File: config.mk
export PLATFORM = sky130hd
export DESIGN_NAME = hand_scorer
export DESIGN_NICKNAME = d
export VERILOG_FILES = /design/src/rtl/hand_scorer_pkg.sv /design/src/rtl/hand_scorer_entry.sv /design/src/rtl/hand_scorer.sv
export SDC_FILE = /design/constraint.sdc
export NUM_CORES = 1
export LEC_CHECK = 0
export CAP_MARGIN = 20
export CORE_ASPECT_RATIO = 2
export CORE_MARGIN = 2
export CORE_UTILIZATION = 32
export DETAILED_ROUTE_END_ITERATION = 8
export PLACE_DENSITY = 0.63
export SYNTH_ARGS = -nofsm -noshare
export SYNTH_HDL_FRONTEND = slang
export SYNTH_HIERARCHICAL = 1
export SYNTH_SLANG_ARGS = --single-unit
File: constraint.sdc
create_clock -name clk -period 3.8 [get_ports clk]
set_clock_uncertainty 0.2 [all_clocks]
set_input_delay 0.76 -clock clk [delete_from_list [all_inputs] [get_ports clk]]
set_output_delay 0.76 -clock clk [all_outputs]
set_load 0.02 [all_outputs]
File: src/rtl/hand_scorer_pkg.sv
// Shared Blackjack scoring types and constants, used by the scorer and the
// seven-segment output controller.
package hand_scorer_pkg;

    localparam int HAND_W       = 5;
    localparam int CNT_W        = 4;
    localparam int HARD_W       = 6;
    localparam int BJ_LIMIT     = 21;
    localparam int DEALER_STAND = 17;

    localparam logic [3:0] RANK_ACE   = 4'd1;
    localparam logic [3:0] RANK_TEN   = 4'd10;
    localparam logic [3:0] RANK_JACK  = 4'd11;
    localparam logic [3:0] RANK_QUEEN = 4'd12;
    localparam logic [3:0] RANK_KING  = 4'd13;

    typedef logic [HAND_W-1:0] hand;

    typedef enum logic {
        S_IDLE,
        S_NORM
    } scorerState_e;

    function automatic logic rankLegal(input logic [3:0] rank);
        return (rank >= RANK_ACE) && (rank <= RANK_KING);
    endfunction

    // Pip value of a card; illegal ranks score nothing.
    function automatic logic [3:0] rankValue(input logic [3:0] rank);
        if (!rankLegal(rank)) begin
            return 4'd0;
        end
        if (rank >= RANK_JACK) begin
            return RANK_TEN;
        end
        return rank;
    endfunction

endpackage

File: src/rtl/hand_scorer_entry.sv
// One hand's registers: saturating hard sum, ace tracking, card count and the
// normalised best total with its flags. HAND_SCORER_SOFT_ACE_EN enables soft aces.
module hand_regfile_entry
    import hand_scorer_pkg::*;
#(
    parameter int CNT_W = hand_scorer_pkg::CNT_W
) (
    input  logic             clk,
    input  logic             reset,
    input  logic             clr,
    input  logic             addEn,
    input  logic [3:0]       cardValue,
    input  logic             isAce,
    input  logic             normEn,
    output hand              total,
    output logic [CNT_W-1:0] count,
    output logic             bust,
    output logic             bj,
    output logic             soft17
);

    logic [HARD_W-1:0] hardSum;
    logic [HARD_W:0]   hardNext;
    logic [HARD_W-1:0] best;
    logic              softUsed;
    logic              bjNext;

    assign hardNext = {1'b0, hardSum} + (HARD_W+1)'(cardValue);

`ifdef HAND_SCORER_SOFT_ACE_EN
    logic aceSeen;

    always_ff @(posedge clk) begin
        if (reset || clr) begin
            aceSeen <= 1'b0;
        end else if (addEn && isAce) begin
            aceSeen <= 1'b1;
        end
    end

    // An ace may count 11 only while that keeps the hand at or below 21.
    assign softUsed = aceSeen && (hardSum <= HARD_W'(BJ_LIMIT - 10));
    assign best     = softUsed ? (hardSum + HARD_W'(10)) : hardSum;
    assign bjNext   = (count == CNT_W'(2)) && (best == HARD_W'(BJ_LIMIT));
`else
    logic unusedIsAce;

    assign unusedIsAce = isAce;
    assign softUsed    = 1'b0;
    assign best        = hardSum;
    assign bjNext      = 1'b0;
`endif

    always_ff @(posedge clk) begin
        if (reset || clr) begin
            hardSum <= '0;
            count   <= '0;
            total   <= '0;
            bust    <= 1'b0;
            bj      <= 1'b0;
            soft17  <= 1'b0;
        end else if (addEn) begin
            hardSum <= hardNext[HARD_W] ? '1 : hardNext[HARD_W-1:0];
            if (count != '1) begin
                count <= count + CNT_W'(1);
            end
        end else if (normEn) begin
            total  <= (best > HARD_W'((2 ** HAND_W) - 1)) ? '1 : best[HAND_W-1:0];
            bust   <= best > HARD_W'(BJ_LIMIT);
            bj     <= bjNext;
            soft17 <= softUsed && (best == HARD_W'(DEALER_STAND));
        end
    end

endmodule

File: src/rtl/hand_scorer.sv
// Blackjack hand scorer: accepts one card per two cycles and keeps registered
// player/dealer totals. Soft-ace scoring is built only with HAND_SCORER_SOFT_ACE_EN.
//
// state  | meaning
// S_IDLE | ready for a card; an accepted card is added to its hand's hard sum
// S_NORM | the hand that just took a card recomputes its best total and flags
module hand_scorer
    import hand_scorer_pkg::*;
#(
    parameter int HAND_W = hand_scorer_pkg::HAND_W,
    parameter int CNT_W  = hand_scorer_pkg::CNT_W
) (
    input  logic              clk,
    input  logic              reset,
    input  logic              clear,
    input  logic              card_valid,
    output logic              card_ready,
    input  logic [3:0]        card_rank,
    input  logic              card_to_dealer,
    output logic [HAND_W-1:0] player_hand,
    output logic [HAND_W-1:0] dealer_hand,
    output logic [CNT_W-1:0]  player_count,
    output logic [CNT_W-1:0]  dealer_count,
    output logic              player_bust,
    output logic              dealer_bust,
    output logic              player_bj,
    output logic              dealer_bj,
    output logic              dealer_soft17,
    output logic              card_err
);

    scorerState_e state;
    scorerState_e nextState;
    logic         accept;
    logic         normalise;
    logic         selDealer;
    logic [3:0]   cardValue;
    logic         isAce;
    logic         unusedPlayerSoft17;

    always_ff @(posedge clk) begin
        if (reset) begin
            state <= S_IDLE;
        end else begin
            state <= nextState;
        end
    end

    // clear wins over a card offered in the same cycle and aborts normalisation.
    always_comb begin
        nextState  = state;
        card_ready = 1'b0;
        accept     = 1'b0;
        normalise  = 1'b0;
        case (state)
            S_IDLE: begin
                card_ready = 1'b1;
                if (card_valid && !clear) begin
                    accept    = 1'b1;
                    nextState = S_NORM;
                end
            end
            S_NORM: begin
                normalise = !clear;
                nextState = S_IDLE;
            end
            default: nextState = S_IDLE;
        endcase
        if (clear) begin
            nextState = S_IDLE;
        end
    end

    always_ff @(posedge clk) begin
        if (reset || clear) begin
            selDealer <= 1'b0;
            card_err  <= 1'b0;
        end else begin
            card_err <= accept && !rankLegal(card_rank);
            if (accept) begin
                selDealer <= card_to_dealer;
            end
        end
    end

    assign cardValue = rankValue(card_rank);
    assign isAce     = (card_rank == RANK_ACE);

    hand_regfile_entry #(.CNT_W(CNT_W)) playerEntry (
        .clk      (clk),
        .reset    (reset),
        .clr      (clear),
        .addEn    (accept && !card_to_dealer),
        .cardValue(cardValue),
        .isAce    (isAce),
        .normEn   (normalise && !selDealer),
        .total    (player_hand),
        .count    (player_count),
        .bust     (player_bust),
        .bj       (player_bj),
        .soft17   (unusedPlayerSoft17)
    );

    hand_regfile_entry #(.CNT_W(CNT_W)) dealerEntry (
        .clk      (clk),
        .reset    (reset),
        .clr      (clear),
        .addEn    (accept && card_to_dealer),
        .cardValue(cardValue),
        .isAce    (isAce),
        .normEn   (normalise && selDealer),
        .total    (dealer_hand),
        .count    (dealer_count),
        .bust     (dealer_bust),
        .bj       (dealer_bj),
        .soft17   (dealer_soft17)
    );

endmodule

**Word level (Yosys, flattened, before mapping)**

Cells that the tools add are included.

- Register bits after elaboration: 35
- Input port bits: 9
- Output and inout bits: 25
- Word-level logic and storage cells: 59

- Add/sub/neg operators: 4
- Order comparisons: 7
- Equality and inequality tests: 2
- Multiplexer cells: 15
- Bitwise logic cells: 3
- Reduce and logical (&&, ||, !) cells: 17

Operator list:

| kind | count |
|---|---|
| > comparator 6 x 5 -> 1 bit, second input constant | 4 |
| two-way mux 4 bit | 4 |
| adder 6 x 4 -> 7 bit | 2 |
| two-way mux 6 bit | 2 |
| two-way mux 5 bit | 2 |
| adder 4 x 1 -> 4 bit, second input constant | 2 |
| inequality test 4 bit, second input constant | 2 |
| AND reduction 2 bit | 4 |
| logical AND 1 bit | 7 |
| two-way mux 1 bit | 6 |
| >= comparator 4 x 1 -> 1 bit, second input constant | 1 |
| >= comparator 4 bit, second input constant | 1 |
| <= comparator 4 bit, second input constant | 1 |
| zero test 1 bit | 4 |
| NOT 1 bit | 3 |
| case mux 1 bit (2 select lines) | 1 |
| OR reduction 2 bit | 1 |
| logical OR 1 bit | 1 |

**Logic depth before layout (Yosys ltp)**

- Depth after elaboration: 8
- Gate-level depth with buffers: 8
- Mapped depth without buffers: 8

**By module**

Netlist, hierarchy kept.

By module, submodules not included:

| module | times used | cells each | area each (µm²) | sequential area each (µm²) |
|---|---|---|---|---|
| hand_regfile_entry | 2 | 92 | 833.3 | 320.3 |
| hand_scorer | 1 | 22 | 195.2 | 60.1 |

**Worst setup path before layout**

OpenSTA, ideal clock, no wires.

- Kind: input to register
- Start: input card_rank[2]
- End: register dealerEntry.hardSum[4] (netlist: dealerEntry/best[4])
- Setup time: 0.078 ns
- Arrival: 2.065 ns
- Required time: 3.522 ns
- Path slack: 1.457 ns
- Stages: 8
- Path buffers: 0
- Cell sequence: o21ai_0 -> and2_1 -> ha_1 -> fa_1 -> nand3_1 -> nand2_1 -> and4b_1 -> nor3_1

- Cells in the longest elaborated chain, start to end: 7
- Elaborated cells on any way between the ends: 11
- Classes of those cells: add/sub (1); order compare (3); mux (6); reduce/logical (1)

Ends and longest elaborated chain:

| what | line | text |
|---|---|---|
| from (decl) | hand_scorer.sv:18 | `input logic [3:0] card_rank,` |
| >= comparator 4 bit | hand_scorer_pkg.sv:33 | `if (rank >= RANK_JACK) begin` |
| two-way mux 1 bit (2 in series) | hand_scorer_pkg.sv:33 |  |
| two-way mux 4 bit | hand_scorer_pkg.sv:36 | `return rank;` |
| two-way mux 4 bit * | hand_scorer_pkg.sv:33 |  |
| via cardValue[0] | hand_scorer.sv:37 | `logic [3:0] cardValue;` |
| adder 6 x 4 -> 7 bit * | hand_scorer_entry.sv:28 | `assign hardNext = {1'b0, hardSum} + (HARD_W+1)'(cardValue);` |
| two-way mux 6 bit * | hand_scorer_entry.sv:63 | `hardSum <= hardNext[HARD_W] ? '1 : hardNext[HARD_W-1:0];` |
| to (signal assigned) | hand_scorer_entry.sv:63 |  |
| to (decl) | hand_scorer_entry.sv:22 | `logic [HARD_W-1:0] hardSum;` |

Mark *: on every way through the listed nets, which the timed path passes. The rest lies on a longest branch. The select of a mux whose other input is x is not followed.
A chain may end at the register's enable or synchronous reset.

**Final worst setup path**

- Start: input card_rank[2]
- End: register playerEntry.hardSum[5] (netlist: playerEntry/best[5])

- Cells in the longest elaborated chain, start to end: 7
- Elaborated cells on any way between the ends: 11
- Classes of those cells: add/sub (1); order compare (3); mux (6); reduce/logical (1)

Ends and longest elaborated chain:

| what | line |
|---|---|
| >= comparator 4 bit | hand_scorer_pkg.sv:33 |
| two-way mux 1 bit (2 in series) | hand_scorer_pkg.sv:33 |
| two-way mux 4 bit | hand_scorer_pkg.sv:36 |
| two-way mux 4 bit * | hand_scorer_pkg.sv:33 |
| via cardValue[1] | hand_scorer.sv:37 |
| adder 6 x 4 -> 7 bit * | hand_scorer_entry.sv:28 |
| two-way mux 6 bit * | hand_scorer_entry.sv:63 |
| to (signal assigned) | hand_scorer_entry.sv:63 |
| to (decl) | hand_scorer_entry.sv:22 |

Marked as above.

==> reports/summary.txt <==
H-tree levels: 2
CTS tree: done
GP Congestion: 0.840
Post-DRT Antenna Nets: 0
Final Max Slew Viols: 0
Chip Width: 57.7 microns
Mapped Area: 1850 sq um
CP max-delay cell: clkdlybuf4s50_1
WP buf/inv: 1
Number of gates resized after CTS: 0
Max Fclk: 355 MHz
Setup bufs post-CTS: 0
GR Util All Layers: 0.129
Avg WL per Cell: 12.5 microns
Tmin final: 2820 ps
Most used cell, CP: nand2_1
Pwr per Cell Area: 367 nW/um^2
Slowest cell delay on critical path: 540 ps
Initial drt markers: 45
Hold-fix buffer count after cts: 0
Worst-path maximum fanout: 6
First-pass GRT wire length: 6580 microns
Synth Warn #: 6
Sequential fraction of design power: 0.449
Initial antenna violation count: 0
Worst-path clk slew: 50 ps
Rel. slew slack: 0.546
CP required: 3790 ps
Worst setup EP type: flop
Crit path launch type: primary input
CTS Sinks: 35
Setup TNS: 0 ps
Clock Latency Late Sink: 270 ps
Most frequent cells in the layout: dfxtp_1 (35), clkdlybuf4s50_1 (30), nor2_1 (26)
CTS Root Cell: clkbuf_16
Layout cell share with drive strength beyond 1: 0.0779
Routed WL: 3660 microns
Detailed-route via count: 1508
Largest net degree at the start of global routing: 17
Area of the core: 5660 sq um
Slew at the pin closest to its max-slew limit: 680 ps
I/O pins: 34
Hold crit path type: flop to flop
CP arrival: 2800 ps
Max Cap Viol: 0
Placed wire-length estimate: 2810 microns
Outcome: finished, final reports clean
Switching share of power: 0.214
Setup-failing EPs final: 0
Switching power: 0.000178 W
Synthesized instance count: 204
Worst VDD drop: 0.310 mV
Clk network pwr share: 0.469
# DRC: 0
TritonRoute pass-1 iters: 4
RSZ-0062 raised after global routing: no
Mean Syn Cell Area: 9.05 sq um
Final hold slack: 295 ps
Die height: 111 microns
Cell leakage power: 0.858 nW
Critical path class: primary input to flop
Worst path cell trace: clkdlybuf4s50_1 > nand2_1 > xnor2_1 > fa_1 > nand3_1 > nand2_1 > and3b_1 > nor4_2
Antenna diode count: 0
CTS Buf Count: 5
Crit path max-delay family: simple AND/OR/NAND/NOR gates
# rows: 39
Internal: 0.000656 W
Most common cell after layout, fill and taps aside: dfxtp_1
DIE AREA: 6430 sq um
Drt via density: 5.16
GRT overflow: 0
Final-stage net count: 252
Logic pwr share: 0.082
P&R area growth vs syn: 23.4%
Fin crit share: 0.741
I/O Buffers: 30
Vias in the first global route: 1512
Final Util: 0.402
Clk buf depth: 2
Final hold vios: 0
Initial Utilization: 0.326
flip-flops by register name (all words and copies together) (netlist names):
register           cells
card_err               1
dealerEntry/best       6
dealerEntry/bust       1
dealerEntry/count      4
dealerEntry/total      5
playerEntry/best       6
playerEntry/bust       1
playerEntry/count      4
playerEntry/total      5
selDealer              1
state                  1
worst reg2reg max path: stages (launching register included):
cell and delay [ps]:
dfxtp_1 300, nand2b_4 150, nor3b_1 570, buf_4 300, mux2i_1 200, a21oi_1 80
per-layer routing:
metal / GRT usage / vias to the layer above / routed length (microns)
li1: - / 776 / -
met1: 0.128 / 694 / 1430
met2: 0.233 / 28 / 1970
met3: 0.0290 / 10 / 129
met4: 0.0775 / 0 / 127
met5: 0 / - / 0
power groups by stage:
stage	clock network, W	logic (W)	registers, W
floorplan	0	0.0000487	0.000383
global placement	0	0.0000692	0.000382
detailed placement	0	0.0000694	0.000382
CTS	0.000405	0.0000699	0.000375
global route	0.000416	0.0000782	0.000375
finish	0.000391	0.0000689	0.000375
path summary, 6_finish.rpt:
path                        start                   end  slack, ps  cells past startpoint
max reg2reg                 state   dealerEntry/best[1]       1840                      5
min reg2reg  playerEntry/count[1]  playerEntry/count[1]        290                      2
min          playerEntry/count[1]  playerEntry/count[1]        290                      2
max                  card_rank[2]   playerEntry/best[5]        980                      8
final cells by class:
type                       instances  area, sq um
timing repair buffer              32          315
multi-input combinational        156         1040
inverter                           1         3.75
clock inverter                     1         5.00
clock buffer                       6          139
sequential                        35          701
tap                               61         76.3
fill                             585         3380
stage by stage:
stage               setup slack, ps  instance area [sq um]  power (W)  std cells
floorplan                      1460                   1850   0.000432        205
global placement                726                   2130   0.000452        285
detailed placement              693                   2130   0.000452        285
CTS                             974                   2280   0.000850        292
global route                    719                   2280   0.000869        292
finish                          985                   2280   0.000835        292
No activity file was read; power rests on OpenSTA's default activity.
